**config.mk**
```make
export PLATFORM = sky130hd
export DESIGN_NAME = spi_cmd_frontend
export DESIGN_NICKNAME = d
export VERILOG_FILES = /design/src/rtl/spi_cmd_frontend.sv
export SDC_FILE = /design/constraint.sdc
export NUM_CORES = 1
export LEC_CHECK = 0
export CAP_MARGIN = 20
export CORE_UTILIZATION = 53
export DETAILED_ROUTE_END_ITERATION = 6
export PLACE_DENSITY = 0.73
export SLEW_MARGIN = 15
export SYNTH_ARGS = -nofsm -noshare
export SYNTH_HDL_FRONTEND = slang
export SYNTH_SLANG_ARGS = --single-unit
```
**constraint.sdc**
```tcl
create_clock -name clock -period 5.4 [get_ports clock]
set_input_delay 1.08 -clock clock [delete_from_list [all_inputs] [get_ports clock]]
set_output_delay 1.08 -clock clock [all_outputs]
set_load 0.03 [all_outputs]
```
**src/rtl/spi_cmd_frontend.sv**
```systemverilog
// SPI mode-0 slave front end: deserialises command words, presents them with a stretched
// commit strobe, and echoes the last committed word on MISO.
module spi_cmd_frontend #(
  parameter int unsigned WORD_WIDTH    = 32,
  parameter int unsigned STROBE_CYCLES = 4,
  parameter int unsigned SYNC_STAGES   = 2
) (
  input  logic                  clock,
  input  logic                  reset,
  input  logic                  spi_sclk,
  input  logic                  spi_cs_n,
  input  logic                  spi_mosi,
  output logic                  spi_miso,
  output logic                  spi_miso_oeb,
  output logic [WORD_WIDTH-1:0] spi_data,
  output logic                  spi_data_clock,
  output logic                  frame_error,
  output logic                  overrun
);

  localparam int unsigned CntW  = 6;
  localparam int unsigned StrW  = $clog2(STROBE_CYCLES + 1);
  localparam int unsigned WarmW = $clog2(SYNC_STAGES + 1);
  localparam logic [CntW-1:0]  FullCnt = CntW'(WORD_WIDTH);
  localparam logic [StrW-1:0]  StrLoad = StrW'(STROBE_CYCLES - 1);
  localparam logic [WarmW-1:0] WarmMax = WarmW'(SYNC_STAGES);

  typedef enum logic [1:0] {OutIdle, OutSetup, OutHigh, OutLow} out_state_e;

  logic [SYNC_STAGES-1:0] r_sclk_sync, r_cs_n_sync, r_mosi_sync;
  logic                   r_sclk_d, r_cs_n_d;
  logic                   w_sclk, w_cs_n, w_mosi;
  logic                   w_sclk_rise, w_sclk_fall, w_cs_fall, w_cs_rise;

  always_ff @(posedge clock or posedge reset) begin
    if (reset) begin
      r_sclk_sync <= '0;
      r_cs_n_sync <= '1;
      r_mosi_sync <= '0;
      r_sclk_d    <= 1'b0;
      r_cs_n_d    <= 1'b1;
    end else begin
      r_sclk_sync <= {r_sclk_sync[SYNC_STAGES-2:0], spi_sclk};
      r_cs_n_sync <= {r_cs_n_sync[SYNC_STAGES-2:0], spi_cs_n};
      r_mosi_sync <= {r_mosi_sync[SYNC_STAGES-2:0], spi_mosi};
      r_sclk_d    <= w_sclk;
      r_cs_n_d    <= w_cs_n;
    end
  end

  assign w_sclk      = r_sclk_sync[SYNC_STAGES-1];
  assign w_cs_n      = r_cs_n_sync[SYNC_STAGES-1];
  assign w_mosi      = r_mosi_sync[SYNC_STAGES-1];
  assign w_sclk_rise = w_sclk & ~r_sclk_d;
  assign w_sclk_fall = ~w_sclk & r_sclk_d;
  assign w_cs_fall   = ~w_cs_n & r_cs_n_d;
  assign w_cs_rise   = w_cs_n & ~r_cs_n_d;

  // The synchroniser preset fakes a cs_n fall if the pin is low at release, so a frame may
  // only start once a genuine high level has propagated through the whole chain.
  logic [WarmW-1:0] r_warm_cnt;
  logic             r_idle_seen;
  logic             w_frame_start;

  always_ff @(posedge clock or posedge reset) begin
    if (reset) begin
      r_warm_cnt  <= '0;
      r_idle_seen <= 1'b0;
    end else begin
      if (r_warm_cnt != WarmMax) r_warm_cnt <= r_warm_cnt + 1'b1;
      if (r_warm_cnt == WarmMax && w_cs_n) r_idle_seen <= 1'b1;
    end
  end

  assign w_frame_start = w_cs_fall & r_idle_seen;

  logic                  r_in_frame;
  logic [CntW-1:0]       r_bit_count;
  logic [WORD_WIDTH-1:0] r_shift;
  logic                  w_frame_end, w_word_valid, w_frame_bad;

  always_ff @(posedge clock or posedge reset) begin
    if (reset) begin
      r_in_frame  <= 1'b0;
      r_bit_count <= '0;
      r_shift     <= '0;
    end else if (w_frame_start) begin
      r_in_frame  <= 1'b1;
      r_bit_count <= '0;
      r_shift     <= '0;
    end else if (w_cs_rise) begin
      r_in_frame  <= 1'b0;
    end else if (r_in_frame && w_sclk_rise) begin
      if (r_bit_count < FullCnt) r_shift <= {r_shift[WORD_WIDTH-2:0], w_mosi};
      if (r_bit_count != '1) r_bit_count <= r_bit_count + 1'b1;
    end
  end

  assign w_frame_end  = w_cs_rise & r_in_frame;
  assign w_word_valid = w_frame_end & (r_bit_count == FullCnt);
  assign w_frame_bad  = w_frame_end & (r_bit_count != FullCnt);

  out_state_e            r_state;
  logic [StrW-1:0]       r_str_cnt;
  logic [WORD_WIDTH-1:0] r_data, r_pend_data;
  logic                  r_data_clock, r_pend_valid, r_frame_error, r_overrun;

  always_ff @(posedge clock or posedge reset) begin
    if (reset) begin
      r_state       <= OutIdle;
      r_str_cnt     <= '0;
      r_data        <= '0;
      r_data_clock  <= 1'b0;
      r_pend_valid  <= 1'b0;
      r_pend_data   <= '0;
      r_frame_error <= 1'b0;
      r_overrun     <= 1'b0;
    end else begin
      r_frame_error <= w_frame_bad;
      r_overrun     <= 1'b0;
      unique case (r_state)
        OutIdle: begin
          if (r_pend_valid) begin
            r_data  <= r_pend_data;
            r_state <= OutSetup;
            // Pending goes out first; a word ending now takes its place in the slot.
            if (w_word_valid) r_pend_data <= r_shift;
            else              r_pend_valid <= 1'b0;
          end else if (w_word_valid) begin
            r_data  <= r_shift;
            r_state <= OutSetup;
          end
        end
        OutSetup: begin
          r_data_clock <= 1'b1;
          r_str_cnt    <= StrLoad;
          r_state      <= OutHigh;
        end
        OutHigh: begin
          if (r_str_cnt == '0) begin
            r_data_clock <= 1'b0;
            r_str_cnt    <= StrLoad;
            r_state      <= OutLow;
          end else begin
            r_str_cnt <= r_str_cnt - 1'b1;
          end
        end
        OutLow: begin
          if (r_str_cnt == '0) r_state <= OutIdle;
          else                 r_str_cnt <= r_str_cnt - 1'b1;
        end
        default: r_state <= OutIdle;
      endcase
      if (r_state != OutIdle && w_word_valid) begin
        if (r_pend_valid) begin
          r_overrun <= 1'b1;
        end else begin
          r_pend_valid <= 1'b1;
          r_pend_data  <= r_shift;
        end
      end
    end
  end

  // MISO is the shifter MSB; zeros fill from the bottom so it reads 0 once the word is out.
  logic [WORD_WIDTH-1:0] r_miso_shift;

  always_ff @(posedge clock or posedge reset) begin
    if (reset) begin
      r_miso_shift <= '0;
    end else if (w_frame_start) begin
      r_miso_shift <= r_data;
    end else if (r_in_frame && w_sclk_fall) begin
      r_miso_shift <= {r_miso_shift[WORD_WIDTH-2:0], 1'b0};
    end
  end

  assign spi_miso       = r_miso_shift[WORD_WIDTH-1];
  assign spi_miso_oeb   = w_cs_n;
  assign spi_data       = r_data;
  assign spi_data_clock = r_data_clock;
  assign frame_error    = r_frame_error;
  assign overrun        = r_overrun;

endmodule

```
---- After elaboration in Yosys (flattened, before gate mapping) ----
Index checks and enable logic that the tools add are counted.
word-level totals
  bits of input ports ..................... 5
  register bits ........................... 155
  output and inout port bits .............. 37
cells by class
  bitwise gates (word level) .............. 12
  $lt $le $gt $ge ......................... 1
  muxes and demuxes ....................... 36
  reductions and logical operators ........ 21
  add/subtract/negate cells ............... 3
  equality and inequality tests ........... 13
operators by type and width
  kind                 number
  $mux 32              13
  $mux 6               4
  $reduce_bool 2->1    8
  $ne 6x6->1 const B   2
  $mux 1               10
  $pmux 3 s3           1
  $reduce_and 3->1     3
  $and 1x1->1          8
  $mux 2               4
  $ne 2x2->1 const B   4
  $pmux 2 s4           1
  $add 6x1->6 const B  1
  $eq 2x2->1 const B   3
  $eq 6x6->1 const B   1
  $lt 6x6->1 const B   1
  $mux 3               2
  $reduce_and 2->1     3
  $logic_and 1x1->1    4
  $not 1->1            4
  $logic_not 3->1      1
  $ne 3x3->1 const B   1
  $reduce_bool 3->1    1
  $sub 3x1->3 const B  1
  $add 2x1->2 const B  1
  4 further kinds      4

---- Logic depth before layout (Yosys ltp) ----
  word-level depth ........................ 9
  depth in mapped cells ................... 8
  mapped depth without buffers ............ 6

---- Least setup slack after synthesis ----
OpenSTA, ideal clock, no wires.
  path kind ............................... register to register
  start ................................... register r_bit_count[2]
  end ..................................... register r_pend_data[12]
  stages on the path, launching flop included .. 7
  library setup time ...................... 0.125 ns
  data required time ...................... 5.275 ns
  path buffers ............................ 2
  path slack .............................. 3.309 ns
  arrival ................................. 1.967 ns
  period minus slack after synthesis ...... 2.091 ns
  path through ............................ dfrtp_1 -> or3_1 -> or3_1 -> buf_2 -> nor2_2 -> buf_4 -> mux2_2
between the ends
  cells in the longest elaborated chain, start to end .. 7
  elaborated cells between the ends (all ways) .. 8
  classes of those cells .................. 1 x eq/ne; 5 x mux; 1 x bitwise; 1 x reduce/logical
ends and longest elaborated chain
  element                 line  source
  start, declared         78    logic [CntW-1:0] r_bit_count;
  start signal, assigned  95    if (r_bit_count != '1) r_bit_count <= r_bit_count + 1'b1;
  $eq 6x6->1 *            100   assign w_word_valid = w_frame_end & (r_bit_count == FullCnt);
  $and 1x1->1 *           100
  $mux 32                 127   if (w_word_valid) r_pend_data <= r_shift;
  $mux 32                 123   if (r_pend_valid) begin
  $mux 32                 121   unique case (r_state)
  $mux 32                 155   if (r_pend_valid) begin
  $mux 32 *               154   if (r_state != OutIdle && w_word_valid) begin
  end signal, assigned    127
  end signal, assigned    159   r_pend_data <= r_shift;
  end, declared           105   logic [WORD_WIDTH-1:0] r_data, r_pend_data;
Mark *: on every way between the ends. The rest lies on a longest branch, timed or not.
A chain may end at the register's enable or synchronous reset.

---- Worst setup path after layout ----
  start ................................... register r_cs_n_sync[1]
  end ..................................... register r_shift[7]
between the ends
  cells in the longest elaborated chain, start to end .. 5
  elaborated cells between the ends (all ways) .. 9
  classes of those cells .................. 1 x eq/ne; 1 x mux; 4 x bitwise; 3 x reduce/logical
ends and longest elaborated chain
  element                                                           line  source
  start, declared                                                   30    logic [SYNC_STAGES-1:0] r_sclk_sync, r_cs_n_sync, r_mosi_sync;
  start signal, assigned                                            44    r_cs_n_sync <= {r_cs_n_sync[SYNC_STAGES-2:0], spi_cs_n};
  $not 1->1                                                         56    assign w_cs_fall = ~w_cs_n & r_cs_n_d;
  $and 1x1->1                                                       56
  $and 1x1->1                                                       75    assign w_frame_start = w_cs_fall & r_idle_seen;
  $ne 2x1->1 (no line) / $reduce_bool 2->1 (equally long branches)  --
  $reduce_and 3->1 (no line)                                        --
  end signal, assigned                                              94    if (r_bit_count < FullCnt) r_shift <= {r_shift[WORD_WIDTH-2:0], w_mosi};
  end, declared                                                     79    logic [WORD_WIDTH-1:0] r_shift;
Parallel ways exist; a longest one is shown, timed or not.

==> metrics.txt <==
ant diodes 0; final net count 656; Rows 41; Comb pwr share 9.5%; Final Slew Violations 0; vias per cell 5.44; most used flip-flop cell after synthesis dfrtp_1; Worst-path clk slew 60 ps; Final Setup Violations 0; Reg power frac 48.3%; TritonCTS clock tree done; clk_lat worst skew 420 ps; worst-case clock buffer depth 2; via count 4503; leak pwr 3.92 nW; Final Cycle Share 61.5%; Max Cap Viol 0; FILL cells 996; gr ovfl total 0; switching share of power 23.9%; post-CTS setup buffers 0; critical path data arrival time 3620 ps; core area 12600 µm²; Setup crit end kind register; HP Class register to register; # H-tree levels 4; largest net degree at the start of global routing 108; DR pass1 iterations 5; share of layout cells above drive strength 1 17.1%; synth warn 0; dpl hpwl 7560 µm; # IOs 42; Int Power 2.08 mW; Post-synth EDFFs 0; DR WL/cell 15.4 µm; drt first-iter violations 354; Register Area 3880 µm²; Die Span Y 116 µm; RSZ-0062 raised after global routing false; Max FO, Critical Path 61; Rel. slew slack 37.3%; count leader, synth dfrtp_1; critical path launch point type register; Die W 116 µm; Post-Synthesis Cells 608; achievable frequency 301 MHz; Initial Utilization 54.5%; top-area cell type share of the netlist area 55.3%; min Tclk post-route 3320 ps; VDD IR max 220 µV; Yosys cell types 41; vias in the first global route 4542; DRC viols 0; PortBufs 41; initial antenna violation count 0; Hold Vio Cnt, Final 0; async set or reset register ratio after synthesis 100%; sequential fraction of the synthesis area 56.4%; Pwr Density 341 nW/µm²; final WL 12700 µm; clock power share 42.3%; Die Footprint 13400 µm²; CTS Hold Bufs 0; top cells by area, synth dfrtp_1 55%, mux2_4 6.5%, nand2_1 6.3%; status finished, final reports clean; Layout area overhead 16.5%; root buf cell clkbuf_16; footprint of the multi-input gates 2720 µm²; hold_ws 348 ps; Yosys reg bits 155; Worst EP required 5700 ps; synthesized area 6880 µm²; post-CTS sizing 0; Syn Nets 622; Synth area leader dfrtp_1; TNS Setup 0 ps; Tightest Pin Transition 940 ps; critical path class register to register; Placer Congestion 0.794; Psw 0.654 mW; Num Clock Sinks 155; first-pass GRT wire length 21600 µm; syn_area_per_cell 11.3 µm²; post-route ant nets 0; Max Clock Skew 5.99 ps; Post-synth top cells 152 x dfrtp_1, 116 x nand2_1, 53 x nor2_1, 37 x mux2_2, 35 x a31oi_1; total track usage 21.2%; TritonCTS buffer count 17
==> cell type report <==
type	count	share of cell area, %
Inverter	32	1.56
Tap cell	172	2.68
Multi-Input combinational cell	387	33.9
Clock inverter	6	0.718
Sequential cell	155	48.4
Clock buffer	26	6.60
Timing Repair Buffer	49	6.12
==> power groups by stage <==
| stage | clock (mW) | combinational (mW) | sequential [mW] |
|---|---|---|---|
| 2_1_floorplan | 0 | 0.195 | 1.32 |
| 3_3_place_gp | 0 | 0.245 | 1.33 |
| 3_5_place_dp | 0 | 0.256 | 1.33 |
| 4_1_cts | 1.18 | 0.258 | 1.32 |
| 5_1_grt | 1.23 | 0.293 | 1.33 |
| 6_report | 1.15 | 0.259 | 1.32 |
==> metal layers <==
metal	global-route usage [%]	wire (µm)	share of wire [%]
met1	28.2	5970	47
met2	33.7	6160	49
met3	5.28	405	3.2
met4	8.21	161	1.3
met5	0	0	0
==> cells by family (layout without fill, tap and decap cells) <==
kind of cell / after synthesis / count (layout) / synth area share [%]
AO/OA/AOI/OAI: 72 / 72 / 6.53
XOR/XNOR: 2 / 2 / 0.255
multiplexers: 113 / 113 / 19.7
AND/OR/NAND/NOR: 191 / 191 / 11.3
adder cells (fa/ha/maj): 9 / 9 / 1.64
buffers and inverters: 66 / 113 / 4.16
flip-flops: 155 / 155 / 56.4
==> cell usage in the layout (no fill, tap or decap), types with 7 or more instances in the layout <==
cell / synthesis / routed
buf_4: 3 / 7
inv_1: 32 / 31
mux2_2: 37 / 37
clkbuf_8: 0 / 7
dfrtp_1: 152 / 152
a31oi_1: 35 / 35
clkdlybuf4s50_1: 0 / 41
ha_1: 9 / 9
mux2i_1: 22 / 22
o21ai_0: 24 / 24
mux2_4: 30 / 30
clkbuf_16: 0 / 17
nand2_1: 116 / 115
mux2_1: 24 / 24
nor2_1: 53 / 53
==> registers in the layout (all words and copies together) (netlist names), 3 cells and up <==
name          count
spi_data         32
r_miso_shift     32
r_bit_count       6
r_str_cnt         3
r_pend_data      32
r_shift          32
==> final timing paths <==
| kind | end | slack (ps) | cells past startpoint | from |
|---|---|---|---|---|
| min in group asynchronous | r_miso_shift[19]$_DFFE_PP0P_ | 1240 | 2 | reset |
| min | r_sclk_sync[1]$_DFF_PP0_ | 350 | 0 | r_sclk_sync[0]$_DFF_PP0_ |
| max | r_shift[7]$_DFFE_PP0P_ | 2080 | 6 | r_cs_n_sync[1]$_DFF_PP1_ |
| min reg2reg | r_sclk_sync[1]$_DFF_PP0_ | 350 | 0 | r_sclk_sync[0]$_DFF_PP0_ |
| max reg2reg | r_shift[7]$_DFFE_PP0P_ | 2080 | 6 | r_cs_n_sync[1]$_DFF_PP1_ |
| max in group asynchronous | spi_data[23]$_DFFE_PP0P_ | 3210 | 3 | reset |
==> stage by stage <==
step	cell area, µm²	instances	setup WS, ps	power, mW	utilization, %
after floorplan	6880	608	147	1.52	-
after global placement	7400	794	2210	1.57	58.6
after detailed placement	7400	794	2090	1.59	58.6
after CTS	7990	826	2070	2.75	63.3
after global routing	8020	827	1880	2.85	63.5
final	8020	827	2080	2.73	63.5
==> critical path: stages (launching register included) <==
cell	delay, ps
dfstp_2	590
nand3b_1	130
buf_4	560
o211ai_1	460
nand2_1	640
buf_4	430
mux2_2	380
(Power assumes the default switching activity.)
